## src/rtl/mem_lsu_pkg.sv

```systemverilog
// Shared types for the MEM/LSU stage: bus layouts, stall encoding,
// load/store type codes and LSU FSM states.
package mem_lsu_pkg;

  localparam int EX_TO_MEM_WD = 80;
  localparam int MEM_TO_WB_WD = 70;
  localparam int MEM_TO_ID_WD = 38;
  localparam int STALL_WD     = 6;

  localparam int STALL_MEM = 3;
  localparam int STALL_WB  = 4;

  localparam logic STOP    = 1'b1;
  localparam logic NO_STOP = 1'b0;

  typedef logic [STALL_WD-1:0] stall_bus_t;

  typedef enum logic [3:0] {
    LST_NONE = 4'b0000,
    LST_LB   = 4'b0001,
    LST_LBU  = 4'b0010,
    LST_LH   = 4'b0011,
    LST_LHU  = 4'b0100,
    LST_SB   = 4'b0101,
    LST_LW   = 4'b0110,
    LST_SH   = 4'b0111
  } ld_st_e;

  typedef enum logic [1:0] {
    LSU_IDLE,
    LSU_WAIT,
    LSU_HOLD
  } lsu_state_e;

  typedef struct packed {
    logic [3:0]  ld_st_type;
    logic [31:0] pc;
    logic        ram_en;
    logic [3:0]  ram_wen;
    logic        sel_rf_res;
    logic        rf_we;
    logic [4:0]  rf_waddr;
    logic [31:0] ex_result;
  } ex_mem_t;

  typedef struct packed {
    logic [31:0] pc;
    logic        rf_we;
    logic [4:0]  rf_waddr;
    logic [31:0] rf_wdata;
  } mem_wb_t;

  typedef struct packed {
    logic        rf_we;
    logic [4:0]  rf_waddr;
    logic [31:0] rf_wdata;
  } mem_id_t;

endpackage

```

## src/rtl/mem_lsu_stage_load_align.sv

```systemverilog
// Byte/half/word selection and sign/zero extension of a load word.
// Combinational; addr picks the lane inside the 32-bit word.
module load_align
  import mem_lsu_pkg::*;
(
  input  logic [31:0] word,
  input  logic [1:0]  addr,
  input  logic [3:0]  ld_st_type,
  output logic [31:0] result
);

  logic [7:0]  b;
  logic [15:0] h;

  always_comb begin
    b      = word[{addr, 3'b000} +: 8];
    h      = addr[1] ? word[31:16] : word[15:0];
    result = word;
    unique case (1'b1)
      (ld_st_type == LST_LB):  result = {{24{b[7]}}, b};
      (ld_st_type == LST_LBU): result = {24'd0, b};
      (ld_st_type == LST_LH):  result = {{16{h[15]}}, h};
      (ld_st_type == LST_LHU): result = {16'd0, h};
      default:                 result = word;
    endcase
  end

endmodule

```

## src/rtl/mem_lsu_stage.sv

```systemverilog
// MEM stage: EX->MEM register, data-SRAM wait FSM, load extraction.
// Optional MEM_LSU_ADDR_CHECK_EN adds mem_addr_err for misaligned LH/LW.
module mem_lsu_stage
  import mem_lsu_pkg::*;
(
  input  logic                    clk,
  input  logic                    rst,
  input  logic [STALL_WD-1:0]     stall,
  input  logic [EX_TO_MEM_WD-1:0] ex_to_mem_bus,
  input  logic [31:0]             data_sram_rdata,
  input  logic                    data_sram_data_ok,
  output logic [MEM_TO_WB_WD-1:0] mem_to_wb_bus,
  output logic [MEM_TO_ID_WD-1:0] mem_to_id,
  output logic                    stallreq_from_mem,
  output logic                    mem_is_load
`ifdef MEM_LSU_ADDR_CHECK_EN
  ,
  output logic                    mem_addr_err
`endif
);

  ex_mem_t     r;
  lsu_state_e  state;
  logic [31:0] rbuf;
  logic [31:0] word;
  logic [31:0] ld_data;
  logic        is_load;
  logic        addr_err;
  logic        ld_go;
  logic        mem_stop;
  logic        wb_stop;
  mem_wb_t     wb;
  mem_id_t     fwd;

  assign mem_stop = (stall[STALL_MEM] == STOP);
  assign wb_stop  = (stall[STALL_WB] == STOP);

  always_ff @(posedge clk) begin
    if (rst) begin
      r <= '0;
    end else if (mem_stop && !wb_stop) begin
      r <= '0;
    end else if (!mem_stop) begin
      r <= ex_mem_t'(ex_to_mem_bus);
    end
  end

  assign is_load = r.ram_en
                 & (r.ram_wen == 4'd0)
                 & r.sel_rf_res;

`ifdef MEM_LSU_ADDR_CHECK_EN
  logic half_op;
  assign half_op  = (r.ld_st_type == LST_LH)
                  | (r.ld_st_type == LST_LHU);
  assign addr_err = (half_op & r.ex_result[0])
                  | ((r.ld_st_type == LST_LW)
                     & (r.ex_result[1:0] != 2'd0));
  assign mem_addr_err = addr_err;
`else
  assign addr_err = 1'b0;
`endif

  // A faulting load never waits on memory.
  assign ld_go = is_load & ~addr_err;

  always_ff @(posedge clk) begin
    if (rst) begin
      state <= LSU_IDLE;
      rbuf  <= '0;
    end else begin
      unique case (state)
        LSU_IDLE: begin
          if (ld_go) begin
            if (!data_sram_data_ok) begin
              state <= LSU_WAIT;
            end else if (mem_stop) begin
              state <= LSU_HOLD;
              rbuf  <= data_sram_rdata;
            end
          end
        end
        LSU_WAIT: begin
          if (data_sram_data_ok) begin
            if (mem_stop) begin
              state <= LSU_HOLD;
              rbuf  <= data_sram_rdata;
            end else begin
              state <= LSU_IDLE;
            end
          end
        end
        LSU_HOLD: begin
          if (!mem_stop) state <= LSU_IDLE;
        end
        default: state <= LSU_IDLE;
      endcase
    end
  end

  assign stallreq_from_mem = ld_go
                           & ~data_sram_data_ok
                           & (state != LSU_HOLD);
  assign mem_is_load = is_load;

  assign word = (state == LSU_HOLD) ? rbuf
                                    : data_sram_rdata;

  load_align u_align (
    .word       (word),
    .addr       (r.ex_result[1:0]),
    .ld_st_type (r.ld_st_type),
    .result     (ld_data)
  );

  always_comb begin
    wb.pc       = r.pc;
    wb.rf_we    = r.rf_we & ~addr_err;
    wb.rf_waddr = r.rf_waddr;
    wb.rf_wdata = r.sel_rf_res ? ld_data
                               : r.ex_result;
    fwd.rf_we    = wb.rf_we;
    fwd.rf_waddr = wb.rf_waddr;
    fwd.rf_wdata = wb.rf_wdata;
  end

  assign mem_to_wb_bus = wb;
  assign mem_to_id     = fwd;

endmodule

```

## config.mk

```make
export PLATFORM = sky130hd
export DESIGN_NAME = mem_lsu_stage
export DESIGN_NICKNAME = d
export VERILOG_FILES = /design/src/rtl/mem_lsu_pkg.sv /design/src/rtl/mem_lsu_stage_load_align.sv /design/src/rtl/mem_lsu_stage.sv
export SDC_FILE = /design/constraint.sdc
export NUM_CORES = 1
export LEC_CHECK = 0
export ABC_CLOCK_PERIOD_IN_PS = 5300
export CAP_MARGIN = 0
export CORE_MARGIN = 1
export CORE_UTILIZATION = 48
export DETAILED_ROUTE_END_ITERATION = 16
export PLACE_DENSITY = 0.89
export SLEW_MARGIN = 25
export SYNTH_ARGS = -nofsm -noshare
export SYNTH_HDL_FRONTEND = slang
export SYNTH_SLANG_ARGS = --single-unit
```

## constraint.sdc

```tcl
create_clock -name clk -period 5.3 [get_ports clk]
set_clock_uncertainty 0.05 [all_clocks]
set_input_delay 1.06 -clock clk [delete_from_list [all_inputs] [get_ports clk]]
set_output_delay 1.06 -clock clk [all_outputs]
set_load 0.005 [all_outputs]
```

## Word-level counts from Yosys, hierarchy flattened

Index checks and enable logic that the tools add are counted.

- Register bits after elaboration: 114
- Output and inout port bits: 110
- Word-level logic and storage cells: 50

- Reductions and logical operators: 8
- Muxes and demuxes: 15
- Equal/unequal tests: 11
- Bitwise logic cells: 5
- Shift operators: 1

Operators by type and width:

| kind | number |
|---|---|
| 2-to-1 mux 32 bit | 5 |
| case mux 32 bit (4 select lines) | 1 |
| case mux 32 bit (2 select lines) | 1 |
| indexed part select 32 x 6 -> 8 bit | 1 |
| 2-to-1 mux 16 bit | 1 |
| 2-to-1 mux 2 bit | 6 |
| equality test 4 x 2 -> 1 bit, second input constant | 2 |
| != test 2 bit, second input constant | 4 |
| case mux 2 bit (3 select lines) | 1 |
| AND 1 bit | 4 |
| equality test 4 x 1 -> 1 bit, second input constant | 1 |
| equality test 4 x 3 -> 1 bit, second input constant | 1 |
| logical NOT 4 bit | 1 |
| AND reduction 4 bit | 1 |
| != test 3 bit, second input constant | 1 |
| equality test 2 x 1 -> 1 bit, second input constant | 1 |
| equality test 2 bit, second input constant | 1 |
| logical NOT 2 bit | 1 |
| AND reduction 2 bit | 1 |
| nonzero test 2 bit | 1 |
| OR reduction 2 bit | 1 |
| logical AND 1 bit | 1 |
| logical NOT 1 bit | 1 |
| NOT 1 bit | 1 |

## Logic depth before layout (Yosys ltp)

Gate-level depths: netlist of run 1.

- Depth after elaboration: 5
- Gate-level depth with buffers: 9

## Modules after synthesis

A second synthesis of run 1 with hierarchy kept.

- Cells, all modules: 644
- Area, all modules: 6417.4 µm²

Modules (own cells, without submodules):

| module | times used | seq. area each (µm²) | cells each | area each (µm²) |
|---|---|---|---|---|
| mem_lsu_stage | 1 | 2282.2 | 560 | 5719.2 |
| load_align | 1 | 0.0 | 84 | 698.2 |

## Worst setup path before layout of run 1

No wires, ideal clock.

- Path kind: input -> output
- Start point: in data_sram_rdata[23]
- End point: out mem_to_wb_bus[21]
- Data required time: 4.190 ns
- Arrival: 2.365 ns
- Path slack: 1.825 ns
- Stages on the path: 6
- Buffers on the path: 2
- Path through: mux4_2 mux2i_1 o21ai_2 buf_2 o22a_1 buf_4

- Word-level cells in the longest chain between the ends: 4

Ends and longest elaborated chain:

| element | line | text |
|---|---|---|
| from (decl) | mem_lsu_stage.sv:10 | `input logic [31:0] data_sram_rdata,` |
| 2-to-1 mux 32 bit | mem_lsu_stage.sv:106 | `assign word = (state == LSU_HOLD) ? rbuf` |
| indexed part select 32 x 6 -> 8 bit | mem_lsu_stage_load_align.sv:16 | `b = word[{addr, 3'b000} +: 8];` |
| case mux 32 bit (4 select lines) | mem_lsu_stage_load_align.sv:19 | `unique case (1'b1)` |
| 2-to-1 mux 32 bit | mem_lsu_stage.sv:120 | `wb.rf_wdata = r.sel_rf_res ? ld_data` |
| to (decl) | mem_lsu_stage.sv:12 | `output logic [MEM_TO_WB_WD-1:0] mem_to_wb_bus,` |

Every way passes these cells.

## Final worst setup path of run 1

- Start point: in data_sram_rdata[7]
- End point: out mem_to_wb_bus[22]

Same word-level chain as after synthesis.

==> results of run 1 <==
[state kept, by name (all words and copies together), names as in the netlist]
name           cells
state              2
rbuf              32
mem_to_id          6
mem_to_wb_bus     32
r                 42
[final cells by class]
type	instances	area (µm²)	share of cell area, %
well taps	168	210.2	2.538
inverters	3	11.26	0.1360
clock inverters	5	50.05	0.6043
multi-input cells	412	2908	35.11
repair buffers	232	2305	27.83
flip-flops and latches	114	2282	27.56
clock buffers	25	515.5	6.225
[worst min-delay path by stage]
stage | start | to | slack [ns] | cells past startpoint
2_1_floorplan | r[43] | r[43] | 0.41 | 2
3_3_place_gp | r[43] | r[43] | 0.42 | 2
3_5_place_dp | rbuf[25] | rbuf[25] | 0.43 | 2
4_1_cts | rbuf[25] | rbuf[25] | 0.44 | 2
5_1_grt | rbuf[25] | rbuf[25] | 0.46 | 2
6_report | rbuf[25] | rbuf[25] | 0.44 | 2
[through the flow]
step	hold slack [ns]	power (µW)	setup slack (ns)	utilization (%)	cell area (µm²)
after floorplan	0.4053	1144	1.825	-	5957
after CTS	0.4441	2431	0.5820	68.66	8282
after detailed placement	0.4322	1346	0.5904	63.97	7716
after global routing	0.4579	2499	0.4955	68.66	8282
after global placement	0.4188	1335	0.6662	63.97	7716
final	0.4363	2417	0.5668	68.66	8282
[worst register-to-register path, delay by kind of cell (launching register included)]
family	cells	cell delay (ns)
muxes	1	0.30
DFF	1	0.33
and+or+nand+nor	3	0.72
buffers and inverters	2	0.92
AOI/OAI and AO/OA	1	0.24
[placed cells by master, fill, tap and decap left out, types with 4 or more instances in the layout]
master	instances
a21boi_0	7
buf_4	7
clkbuf_16	17
clkbuf_8	6
a221oi_1	5
o22a_1	17
o21ai_0	31
clkdlybuf4s50_1	225
mux2_2	5
nor2_1	135
o211ai_1	5
mux2i_1	149
clkinv_2	4
dfxtp_1	114
a21oi_1	13
nand3_1	4
nand2_1	10
[cells by family after synthesis]
group	share of synthesized area, %
muxes	26.74
DFF	38.31
AOI/OAI and AO/OA	9.641
buffers and inverters	13.04
and+or+nand+nor	12.12
xor gates and xnor gates	0.1471
[routing by layer]
metal | vias to the layer above | track usage [%]
met1 | 2424 | 30.53
met2 | 211 | 43.64
met3 | 32 | 6.908
met4 | 0 | 12.28
met5 | - | 0
li1 | 2428 | -
[where the power goes]
| part | switching, µW | internal [µW] | leakage (µW) |
|---|---|---|---|
| clock network | 375 | 709 | 0.000285 |
| registers | 22.0 | 890 | 0.000930 |
| logic | 173 | 247 | 0.00229 |
| total | 570 | 1850 | 0.00350 |
==> reports/metrics.cfg, run 1 <==
[drt]
top_layer_used = met4
ant_nets = 0
wl_met2_um = 8360
vias_per_cell = 5.313
wirelength_um = 16720
first_pass_iters = 5
drc_errors = 0
vias = 5095
drtIter0Drc = 300
route.met3.wl_um = 1078
post_drt_wl_per_cell_um = 17.44
wl_met1_um = 6891

[logic_synthesis]
synth.most_common_cell = mux2i_1
syn-cell-area_um2 = 5957
synth_warnings = 0
synth_common_cells = mux2i_1 (149), nor2_1 (135), dfxtp_1 (114)
synth_nets = 769
syn_area_per_cell_um2 = 9.193
syn_inst = 648
post-synth-top-area-cell = dfxtp_1
synth_top_area_share_pct = 38.31
synth_edf_count = 0
synth.area.top_cells = dfxtp_1 (38%), mux2i_1 (25%), buf_4 (10%)
synth.distinct_cells = 45
synth-seq-cells = 114
synthArstFlopShare_pct = 0
ys_seq_area_share_pct = 38.31
synth_ff_type = dfxtp_1

[layout]
drive_gt1_share_pct = 6.700
n_antenna_cell = 0
final_cells = 959
syn_to_final_growth_pct = 39.03
nets = 901
n_fill_cell = 919

[grt]
grt_max_degree = 53
grt_pass1_vias = 4997
grt_overflow = 0
grtUsageTotal_pct = 25.82
grt_pass1_wl_um = 25330
antenna_found_initial = 0

[floorplanning]
die_h_um = 113.4
rows = 40
core-area_um2 = 12060
io_pins = 231
dieArea_um2 = 12860
die_x_um = 113.4
initial_core_util_pct = 49.39

[worst_setup_path]
reg2regPathDepth = 7
max_stage_delay_ns = 0.71
rrSetupSlack_ns = 2.63
startpoint_type = input port
crit_cells = 6
worst_path_most_repeated_cell = clkdlybuf4s50_1
crit_type = input port to primary output
cp_max_fo = 17
timing.rr.end = rbuf[5]
cp.arrival_ns = 3.62
slowest_stage = o21ai_2
crit_chain = clkdlybuf4s50_1 > mux4_2 > mux2i_1 > o21ai_2 > o22a_1 > clkdlybuf4s50_1
r2r-start = r[38]
critPathTopFamily = buffers and inverters
cp.buffers_inverters = 2
crit_start = data_sram_rdata[7]
crit_path_end = mem_to_wb_bus[22]
cp.required_ns = 4.19
cp-end-kind = primary output

[outcome]
status = completed

[job]
drv_cap = 0

[placed_design]
placed_cells_incl_taps = 929
portBuffers = 226
gp_congestion = 0.8616
hpwl_um = 12250

[clocking]
hold_buffers = 0
cts_buffers = 17
cts_sinks = 114
cts_tree = yes
clockBufferDepth = 2
clock_latency_ns = 0.41
clk_pin_slew_ns = 0.05
cts.htree.levels = 4
cts_repair_resize_count = 0
clockRootBuffer = clkbuf_16
postCtsSetupBuffers = 0

[timing]
clock.fmax_mhz = 211.3
final_max_slew_viol_count = 0
fin_crit_sh_pct = 89.31
rsz0062_at_grt = no
final_hold_viol_count = 0
relSlewSlack_pct = 33.37
min_period_ns = 4.733
tightest_slew_ns = 0.9995
tns_ns = 0
setup_viol = 0

[power]
leakagePower_uw = 0.003504
ir_drop_mv = 0.2399
powerDensity_nw_per_um2 = 291.8

[min_path]
hold_class = register to register

Note: power is estimated with default switching activity, not from simulation.
==> run 2, diff against run 1 <==
--- a/config.mk
+++ b/config.mk
@@ -9,6 +9,8 @@
 export CAP_MARGIN = 0
 export CORE_MARGIN = 1
 export CORE_UTILIZATION = 48
+export CTS_CLUSTER_DIAMETER = 60
+export CTS_CLUSTER_SIZE = 25
 export DETAILED_ROUTE_END_ITERATION = 16
 export PLACE_DENSITY = 0.89
 export SLEW_MARGIN = 25
==> results of run 2 <==
No change in the layout: final DEF, timing and power equal those of run 1.
==> run 3, diff against run 2 <==
--- a/config.mk
+++ b/config.mk
@@ -12,6 +12,7 @@
 export CTS_CLUSTER_DIAMETER = 60
 export CTS_CLUSTER_SIZE = 25
 export DETAILED_ROUTE_END_ITERATION = 16
+export HOLD_SLACK_MARGIN = 0.03
 export PLACE_DENSITY = 0.89
 export SLEW_MARGIN = 25
 export SYNTH_ARGS = -nofsm -noshare
==> results of run 3 <==
No change in the layout: final DEF, timing and power equal those of run 1.
